$ cat src/rtl/eth_pkg.sv
// Shared types for the Ethernet egress path.
// Covers the 34-bit FIFO word layout and the transmit FSM states.
package eth_pkg;

  localparam int ETH_WORD_W = 34;

  typedef struct packed {
    logic        eop;
    logic        sop;
    logic [31:0] data;
  } eth_word_t;

  typedef enum logic [1:0] {
    IDLE,
    XMIT,
    FLUSH,
    GAP
  } xmt_state_t;

endpackage

$ cat src/rtl/eth_fwft_stage.sv
// Two-entry skid buffer that turns a 1-cycle-latency FIFO into a show-ahead head.
// It keeps reads in flight so that a head popped every cycle stays valid.
module eth_fwft_stage
  import eth_pkg::*;
(
  input  logic      clk,
  input  logic      resetN,
  input  eth_word_t fifoRdData,
  input  logic      fifoEmpty,
  output logic      fifoRdEn,
  input  logic      pop,
  output logic      headValid,
  output eth_word_t headData
);

  logic [1:0] r_count;
  logic       r_inFlight;
  eth_word_t  r_buf0;
  eth_word_t  r_buf1;
  logic       w_pop;
  logic [1:0] w_afterPop;

  assign w_pop      = pop && (r_count != 2'd0);
  assign w_afterPop = r_count - {1'b0, w_pop};
  assign headValid  = (r_count != 2'd0);
  assign headData   = r_buf0;

  // Free space is judged after this cycle's pop, so a drained entry is refilled without a bubble.
  assign fifoRdEn = resetN && !fifoEmpty && ((w_afterPop + {1'b0, r_inFlight}) < 2'd2);

  always_ff @(posedge clk or negedge resetN) begin
    if (!resetN) begin
      r_count    <= 2'd0;
      r_inFlight <= 1'b0;
      r_buf0     <= '0;
      r_buf1     <= '0;
    end else begin
      r_inFlight <= fifoRdEn;
      r_count    <= w_afterPop + {1'b0, r_inFlight};
      if (w_pop) begin
        r_buf0 <= r_buf1;
      end
      if (r_inFlight) begin
        if (w_afterPop == 2'd0) begin
          r_buf0 <= fifoRdData;
        end else begin
          r_buf1 <= fifoRdData;
        end
      end
    end
  end

endmodule

$ cat src/rtl/eth_xmt_fsm.sv
// Egress transmit FSM: sends complete stored packets from the port FIFO as contiguous bursts.
// It enforces the inter-packet gap, the maximum packet length and SOP/EOP framing.
module eth_xmt_fsm
  import eth_pkg::*;
#(
  parameter int MAX_PKT_WORDS = 512,
  parameter int IPG_CYCLES    = 3,
  parameter int PKT_CNT_W     = 6
) (
  input  logic                  clk,
  input  logic                  resetN,
  input  logic [ETH_WORD_W-1:0] fifoRdData,
  input  logic                  fifoEmpty,
  output logic                  fifoRdEn,
  input  logic                  pktWritten,
  input  logic                  inStall,
  output logic [31:0]           outData,
  output logic                  outSop,
  output logic                  outEop,
  output logic                  outFrameErr,
  output logic [15:0]           outTxPkts
);

  localparam int WC_W  = $clog2(MAX_PKT_WORDS) + 1;
  localparam int GAP_W = (IPG_CYCLES > 1) ? $clog2(IPG_CYCLES) : 1;
  localparam logic [WC_W-1:0]  WC_LAST  = WC_W'(MAX_PKT_WORDS - 1);
  localparam logic [GAP_W-1:0] GAP_LAST = GAP_W'((IPG_CYCLES > 0) ? IPG_CYCLES - 1 : 0);
  localparam xmt_state_t AFTER_EOP = (IPG_CYCLES == 0) ? IDLE : GAP;

  xmt_state_t           r_state;
  xmt_state_t           w_nextState;
  logic [PKT_CNT_W-1:0] r_pktCnt;
  logic [WC_W-1:0]      r_wordCnt;
  logic [WC_W-1:0]      w_nextWordCnt;
  logic [GAP_W-1:0]     r_gapCnt;
  logic [GAP_W-1:0]     w_nextGapCnt;
  logic                 w_headValid;
  eth_word_t            w_head;
  logic                 w_pop;
  logic                 w_drive;
  logic                 w_sop;
  logic                 w_eop;
  logic                 w_err;
  logic [31:0]          w_data;
  logic                 w_eopPopped;
  logic [31:0]          r_outData;
  logic                 r_outSop;
  logic                 r_outEop;
  logic                 r_outFrameErr;
  logic [15:0]          r_outTxPkts;

  eth_fwft_stage u_fwft (
    .clk        (clk),
    .resetN     (resetN),
    .fifoRdData (fifoRdData),
    .fifoEmpty  (fifoEmpty),
    .fifoRdEn   (fifoRdEn),
    .pop        (w_pop),
    .headValid  (w_headValid),
    .headData   (w_head)
  );

  assign w_eopPopped = w_pop && w_head.eop;

  always_comb begin
    w_nextState   = r_state;
    w_nextWordCnt = r_wordCnt;
    w_nextGapCnt  = '0;
    w_pop         = 1'b0;
    w_drive       = 1'b0;
    w_sop         = 1'b0;
    w_eop         = 1'b0;
    w_err         = 1'b0;
    w_data        = w_head.data;
    case (r_state)
      IDLE: begin
        // Orphan words are dropped as soon as they surface, regardless of stall or stored count.
        if (w_headValid && !w_head.sop) begin
          w_pop = 1'b1;
          w_err = 1'b1;
        end else if (w_headValid && (r_pktCnt != '0) && !inStall) begin
          w_pop         = 1'b1;
          w_drive       = 1'b1;
          w_sop         = 1'b1;
          w_nextWordCnt = WC_W'(1);
          if (w_head.eop) begin
            w_eop       = 1'b1;
            w_nextState = AFTER_EOP;
          end else begin
            w_nextState = XMIT;
          end
        end
      end
      XMIT: begin
        if (w_headValid) begin
          if (w_head.sop) begin
            w_drive     = 1'b1;
            w_data      = '0;
            w_eop       = 1'b1;
            w_err       = 1'b1;
            w_nextState = AFTER_EOP;
          end else begin
            w_pop   = 1'b1;
            w_drive = 1'b1;
            if (w_head.eop) begin
              w_eop       = 1'b1;
              w_nextState = AFTER_EOP;
            end else if (r_wordCnt == WC_LAST) begin
              w_eop       = 1'b1;
              w_err       = 1'b1;
              w_nextState = FLUSH;
            end else begin
              w_nextWordCnt = r_wordCnt + WC_W'(1);
            end
          end
        end
      end
      FLUSH: begin
        if (w_headValid) begin
          if (w_head.sop) begin
            w_nextState = AFTER_EOP;
          end else begin
            w_pop = 1'b1;
            if (w_head.eop) begin
              w_nextState = AFTER_EOP;
            end
          end
        end
      end
      GAP: begin
        if (r_gapCnt == GAP_LAST) begin
          w_nextState = IDLE;
        end else begin
          w_nextGapCnt = r_gapCnt + GAP_W'(1);
        end
      end
      default: w_nextState = IDLE;
    endcase
  end

  always_ff @(posedge clk or negedge resetN) begin
    if (!resetN) begin
      r_state       <= IDLE;
      r_pktCnt      <= '0;
      r_wordCnt     <= '0;
      r_gapCnt      <= '0;
      r_outData     <= '0;
      r_outSop      <= 1'b0;
      r_outEop      <= 1'b0;
      r_outFrameErr <= 1'b0;
      r_outTxPkts   <= '0;
    end else begin
      r_state       <= w_nextState;
      r_wordCnt     <= w_nextWordCnt;
      r_gapCnt      <= w_nextGapCnt;
      r_outSop      <= w_sop;
      r_outEop      <= w_eop;
      r_outFrameErr <= w_err;
      if (w_drive) begin
        r_outData <= w_data;
      end
      if (w_eop) begin
        r_outTxPkts <= r_outTxPkts + 16'd1;
      end
      if (pktWritten && !w_eopPopped) begin
        r_pktCnt <= r_pktCnt + PKT_CNT_W'(1);
      end else if (!pktWritten && w_eopPopped) begin
        r_pktCnt <= r_pktCnt - PKT_CNT_W'(1);
      end
    end
  end

  assign outData     = r_outData;
  assign outSop      = r_outSop;
  assign outEop      = r_outEop;
  assign outFrameErr = r_outFrameErr;
  assign outTxPkts   = r_outTxPkts;

endmodule

$ cat config.mk
export PLATFORM = sky130hd
export DESIGN_NAME = eth_xmt_fsm
export DESIGN_NICKNAME = d
export VERILOG_FILES = /design/src/rtl/eth_pkg.sv /design/src/rtl/eth_fwft_stage.sv /design/src/rtl/eth_xmt_fsm.sv
export SDC_FILE = /design/constraint.sdc
export NUM_CORES = 1
export LEC_CHECK = 0
export ABC_AREA = 1
export BUFFER_PORTS_ARGS = -buffer_cell sky130_fd_sc_hd__buf_4
export CAP_MARGIN = 0
export CORE_MARGIN = 5
export CORE_UTILIZATION = 38
export CTS_CLUSTER_DIAMETER = 60
export DETAILED_ROUTE_END_ITERATION = 8
export HOLD_SLACK_MARGIN = 0.03
export SLEW_MARGIN = 20
export SYNTH_ARGS = -nofsm -noshare
export SYNTH_HDL_FRONTEND = slang
export SYNTH_SLANG_ARGS = --single-unit
$ cat constraint.sdc
create_clock -name clk -period 4.1 [get_ports clk]
set_clock_uncertainty 0.15 [all_clocks]
set_input_delay 0.82 -clock clk [delete_from_list [all_inputs] [get_ports clk]]
set_output_delay 0.82 -clock clk [all_outputs]
set_load 0.01 [all_outputs]
[Word-level counts from Yosys, hierarchy flattened]
Index checks and enable logic that the tools add are counted.
Storage, ports and cells
  input port bits: 39
  flip-flop bits (word level): 142
Operators by class
  reductions and logical operators: 24
  multiplexer cells: 51
  eq/ne operators: 15
  $lt $le $gt $ge: 1
  add/sub/neg operators: 7
  bitwise operators: 1
Operators with widths (count)
  2-to-1 mux 34 bit: 3
  2-to-1 mux 32 bit: 3
  2-to-1 mux 10 bit: 6
  2-to-1 mux 2 bit: 13
  case mux 10 bit (2 select lines): 1
  2-to-1 mux 1 bit: 18
  adder 16 x 1 -> 16 bit, second input constant: 1
  != test 2 bit, second input constant: 8
  AND reduction 7 bit: 2
  2-to-1 mux 6 bit: 2
  adder 10 x 1 -> 10 bit, second input constant: 1
  == test 10 x 9 -> 1 bit, second input constant: 1
  logical AND 1 bit: 9
  case mux 1 bit (2 select lines): 4
  case mux 2 bit (4 select lines): 1
  adder 6 x 1 -> 6 bit, second input constant: 1
  == test 2 bit, second input constant: 3
  nonzero test 2 bit: 3
  nonzero test 6 bit: 1
  subtractor 6 x 1 -> 6 bit, second input constant: 1
  logical NOT 1 bit: 5
  logical NOT 2 bit: 2
  != test 4 x 2 -> 1 bit, second input constant: 1
  != test 3 x 1 -> 1 bit, second input constant: 1
  8 further kinds: 8

[Longest topological paths before layout]
  depth in word-level cells: 11
  depth in mapped cells: 20
  gate-level depth less buffers: 18

[Hierarchy]
Synthesis repeated with hierarchy kept, for this count alone.
Unflattened totals
  cell total of the unflattened synthesis: 909
  area, all modules: 7240.7 um2
By module, submodules not included
  eth_xmt_fsm: area each 3823.7 um2, cells an instance 488, seq. area each 1776.7 um2, instances 1
  eth_fwft_stage: area each 3417.0 um2, cells an instance 421, seq. area each 1776.7 um2, instances 1

[Worst setup path before layout]
No wires, ideal clock.
  kind: reg2out
  start: reg r_state[0]
  end: out fifoRdEn
  slack: 749 ps
  data arrival time: 2381 ps
  data required time: 3130 ps
  cell stages (with the launch flop): 14
  buffers on the path: 2
  cell sequence: dfrtp_1 > inv_1 > ha_1 > buf_4 > nor2_1 > nor2_2 > nand2_4 > buf_6 > inv_1 > ha_1 > inv_1 > ha_1 > xnor2_1 > nor3b_1
On the way
  word-level cells in the longest chain between the ends: 8
Ends and longest elaborated chain
  start: declaration: line eth_xmt_fsm.sv:30  | xmt_state_t r_state;
  start signal: assignment: line eth_xmt_fsm.sv:153  | r_state <= w_nextState;
  == test 2 bit or == test 2 x 1 -> 1 bit (tied branches): line eth_xmt_fsm.sv:75  | case (r_state)
  OR reduction 2 bit (no line)
  case mux 1 bit (2 select lines) *: line eth_xmt_fsm.sv:75
  logical AND 1 bit *: line eth_fwft_stage.sv:23  | assign w_pop = pop && (r_count != 2'd0);
  subtractor 2 x 1 -> 2 bit *: line eth_fwft_stage.sv:24  | assign w_afterPop = r_count - {1'b0, w_pop};
  adder 2 x 1 -> 2 bit *: line eth_fwft_stage.sv:29  | assign fifoRdEn = resetN && !fifoEmpty && ((w_afterPop + {1'b0, r_inFlight}) < 2'd2);
  less-than comparator 2 bit *: line eth_fwft_stage.sv:29
  logical AND 1 bit *: line eth_fwft_stage.sv:29
  end: declaration: line eth_xmt_fsm.sv:14  | output logic fifoRdEn,
Every way passes the cells marked *; elsewhere a longest branch is shown, timed or not.

[Final worst setup path]
Same ends and word-level chain as after synthesis.

==> reports/metrics.cfg <==
[clocking]
clockRootBuffer = clkbuf_16
cts_buffer_depth = 2
numCtsBuffers = 17
cts.sinks = 142
cts_tree = done
postCtsHoldBufs = 0
htree_levels = 4
insertion_delay_ns = 0.42
path_clk_slew_ns = 0.06

[critical_path]
startpoint = r_state[0]
reg2reg_depth = 14
r2r-end = u_fwft.headData[7]
cp.required_ns = 3.13
crit_type = reg2out
rr_startpoint = r_state[0]
critPathMaxFanout = 9
start_kind = flop
rrSetupSlack_ns = 1.08
endpoint_kind = output port
crit_arrival_ns = 2.82
cp-endpoint = fifoRdEn

[synth]
synth-simple-area-share_pct = 27.8
synthMuxAreaShare_pct = 0
synth.area.top_cells = dfrtp_1, nand2_1, nand3_1
synth_compound_area_share_pct = 6.70
synth_top_cell_by_area = dfrtp_1
synth.net_count = 943
syn_inst = 890
synth_area_per_cell_sq_um = 8.04
synth_top_family_by_area = simple AND/OR/NAND/NOR gates
ys_seq_area_share_pct = 49.7
synth_area_sq_mm = 0.00715
synth_edf_count = 0
synth_top_cell_area_share_pct = 49.7
synthAdderAreaFrac_pct = 2.55
ys_ff_latch = 142
ys.flop_type = dfrtp_1
ys_warn_count = 0
ys_async_sr_fraction_pct = 100
synth-xor-area-share_pct = 2.68
yosysUniqueCellTypes = 40

[power_and_ir_drop]
power.density_mw_per_mm2 = 830
leakage_nw = 4.53
vdd_drop_max_mv = 0.352

[timing]
maxSlewViolCount = 0
fin_tns_setup_ns = 0
fmax_ghz = 0.264
rsz0062_at_grt = false
final.min_clock_period_ns = 3.79
final_hold_viol_count = 0
worstMarginPinSlew_ns = 1.03
fin_crit_sh_pct = 92.5
setup_viol = 0
hold-worst-slack_ns = 0.0870
slew_headroom_pct = 30.9

[floorplan]
initial_core_util_pct = 38.4
coreArea_sq_mm = 0.0186
die_area_sq_mm = 0.0217
ios = 91
die-height_um = 147
die_w_um = 147
rows = 50

[routing]
ant_nets = 0
dr.pass1.iters = 7
wl_per_cell_um = 13.9
vias_per_cell = 4.75
drtIter0Drc = 320
drc_errors = 0
vias = 5788
routed_wirelength_mm = 16.9

[place]
dp_cells = 1187
portBuffers = 90
dp_hpwl_mm = 10.7
place.gp.congestion = 0.869
place_area_sq_mm = 0.00800

[cells_and_area]
fin_util_pct = 46.5
layout-drive-gt1-share_pct = 16.2
final_common_cell = nand2_1
final_area_sq_mm = 0.00867
diodes = 0
final_nets = 1025
final_cell_mix = nand2_1, dfrtp_1, inv_1
area_growth_pct = 21.1
final_cells = 1218

[global_route]
grt.total_usage_pct = 16.4
grt_pass1_wl_mm = 28.8
antenna_found_initial = 0
grt_max_degree = 79
grt_pass1_vias = 5776
grt_overflow_total = 0

[hold_path]
hold_class = in2async

[run]
cap_violations = 0

[outcome]
outcome = finished, final reports clean

-- report_power, final --
group          internal (mW)  total, mW  switching [mW]  leakage (nW)
Combinational           1.14       3.12            1.98          2.55
Clock                   1.14       1.73           0.589         0.323
Sequential              2.01       2.34           0.334          1.66
-- cells by family (layout without fill, tap and decap cells) --
family | Yosys count | in the layout
fa+ha+maj | 14 | 14
simple gates | 449 | 449
buf+inv | 177 | 271
flops | 142 | 142
xor+xnor | 21 | 21
compound gates | 87 | 87
-- sequential cells by signal, indices dropped and copies added (netlist names) --
signal             count
outData               32
outEop                 1
outFrameErr            1
outSop                 1
outTxPkts             16
r_gapCnt               2
r_pktCnt               6
r_state                2
r_wordCnt             10
u_fwft.headData       34
u_fwft.r_buf1         34
u_fwft.r_count         2
u_fwft.r_inFlight      1
-- Yosys cell counts (all sizes together), types with 7 or more instances --
cell	n
a21oi	41
buf	31
clkbuf	7
dfrtp	142
ha	13
inv	138
nand2	227
nand3	138
nand4	9
nor2	64
nor3	9
o21ai	41
xnor2	9
xor2	12
-- stage by stage --
step | worst slack, ns | power (mW)
6_report | 0.307 | 7.19
4_1_cts | 0.217 | 7.28
3_3_place_gp | 0.706 | 5.43
2_1_floorplan | 0.749 | 4.58
5_1_grt | 0.0370 | 7.83
3_5_place_dp | 0.707 | 5.50
-- worst min path at each step --
| stage | end | depth (start not counted) | start |
|---|---|---|---|
| floorplan | r_gapCnt[0] | 1 | r_gapCnt[1] |
| global placement | r_gapCnt[0] | 1 | r_gapCnt[1] |
| detailed placement | r_gapCnt[0] | 1 | r_gapCnt[1] |
| CTS | outTxPkts[6] | 1 | resetN |
| global route | outTxPkts[6] | 1 | resetN |
| finish | outTxPkts[6] | 1 | resetN |
-- area by class of cell --
cell class | instances | area (sq um)
timing repair buffer | 101 | 778
multi-input combinational | 571 | 2860
fill | 1836 | 9980
clock buffer | 22 | 484
sequential | 142 | 3550
tap | 234 | 293
clock inverter | 9 | 180
inverter | 139 | 522
-- worst max-delay path, cell delays in order, from the launching register on --
cell     delay [ns]
dfrtp_1        0.41
inv_1          0.10
ha_1           0.36
nor2_2         0.24
nor2_4         0.06
nand2_4        0.07
inv_1          0.05
ha_1           0.32
inv_1          0.05
ha_1           0.18
xnor2_1        0.14
nor3b_1        0.26
buf_4          0.18
-- repair_timing --
action,4_1_cts,5_1_grt
buffers inserted,0,0
gates resized for setup,0,1
setup endpoints to repair,0,1
endpoints found under the hold margin,0,0
-- metal layers --
metal | GRT usage (%) | up-vias | share of wire (%)
li1 | - | 2971 | -
met1 | 21.2 | 2702 | 47
met2 | 27.1 | 99 | 47
met3 | 4.19 | 16 | 4.4
met4 | 5.13 | 0 | 1.3
met5 | 0 | - | 0
No activity file was read; power rests on OpenSTA's default activity.
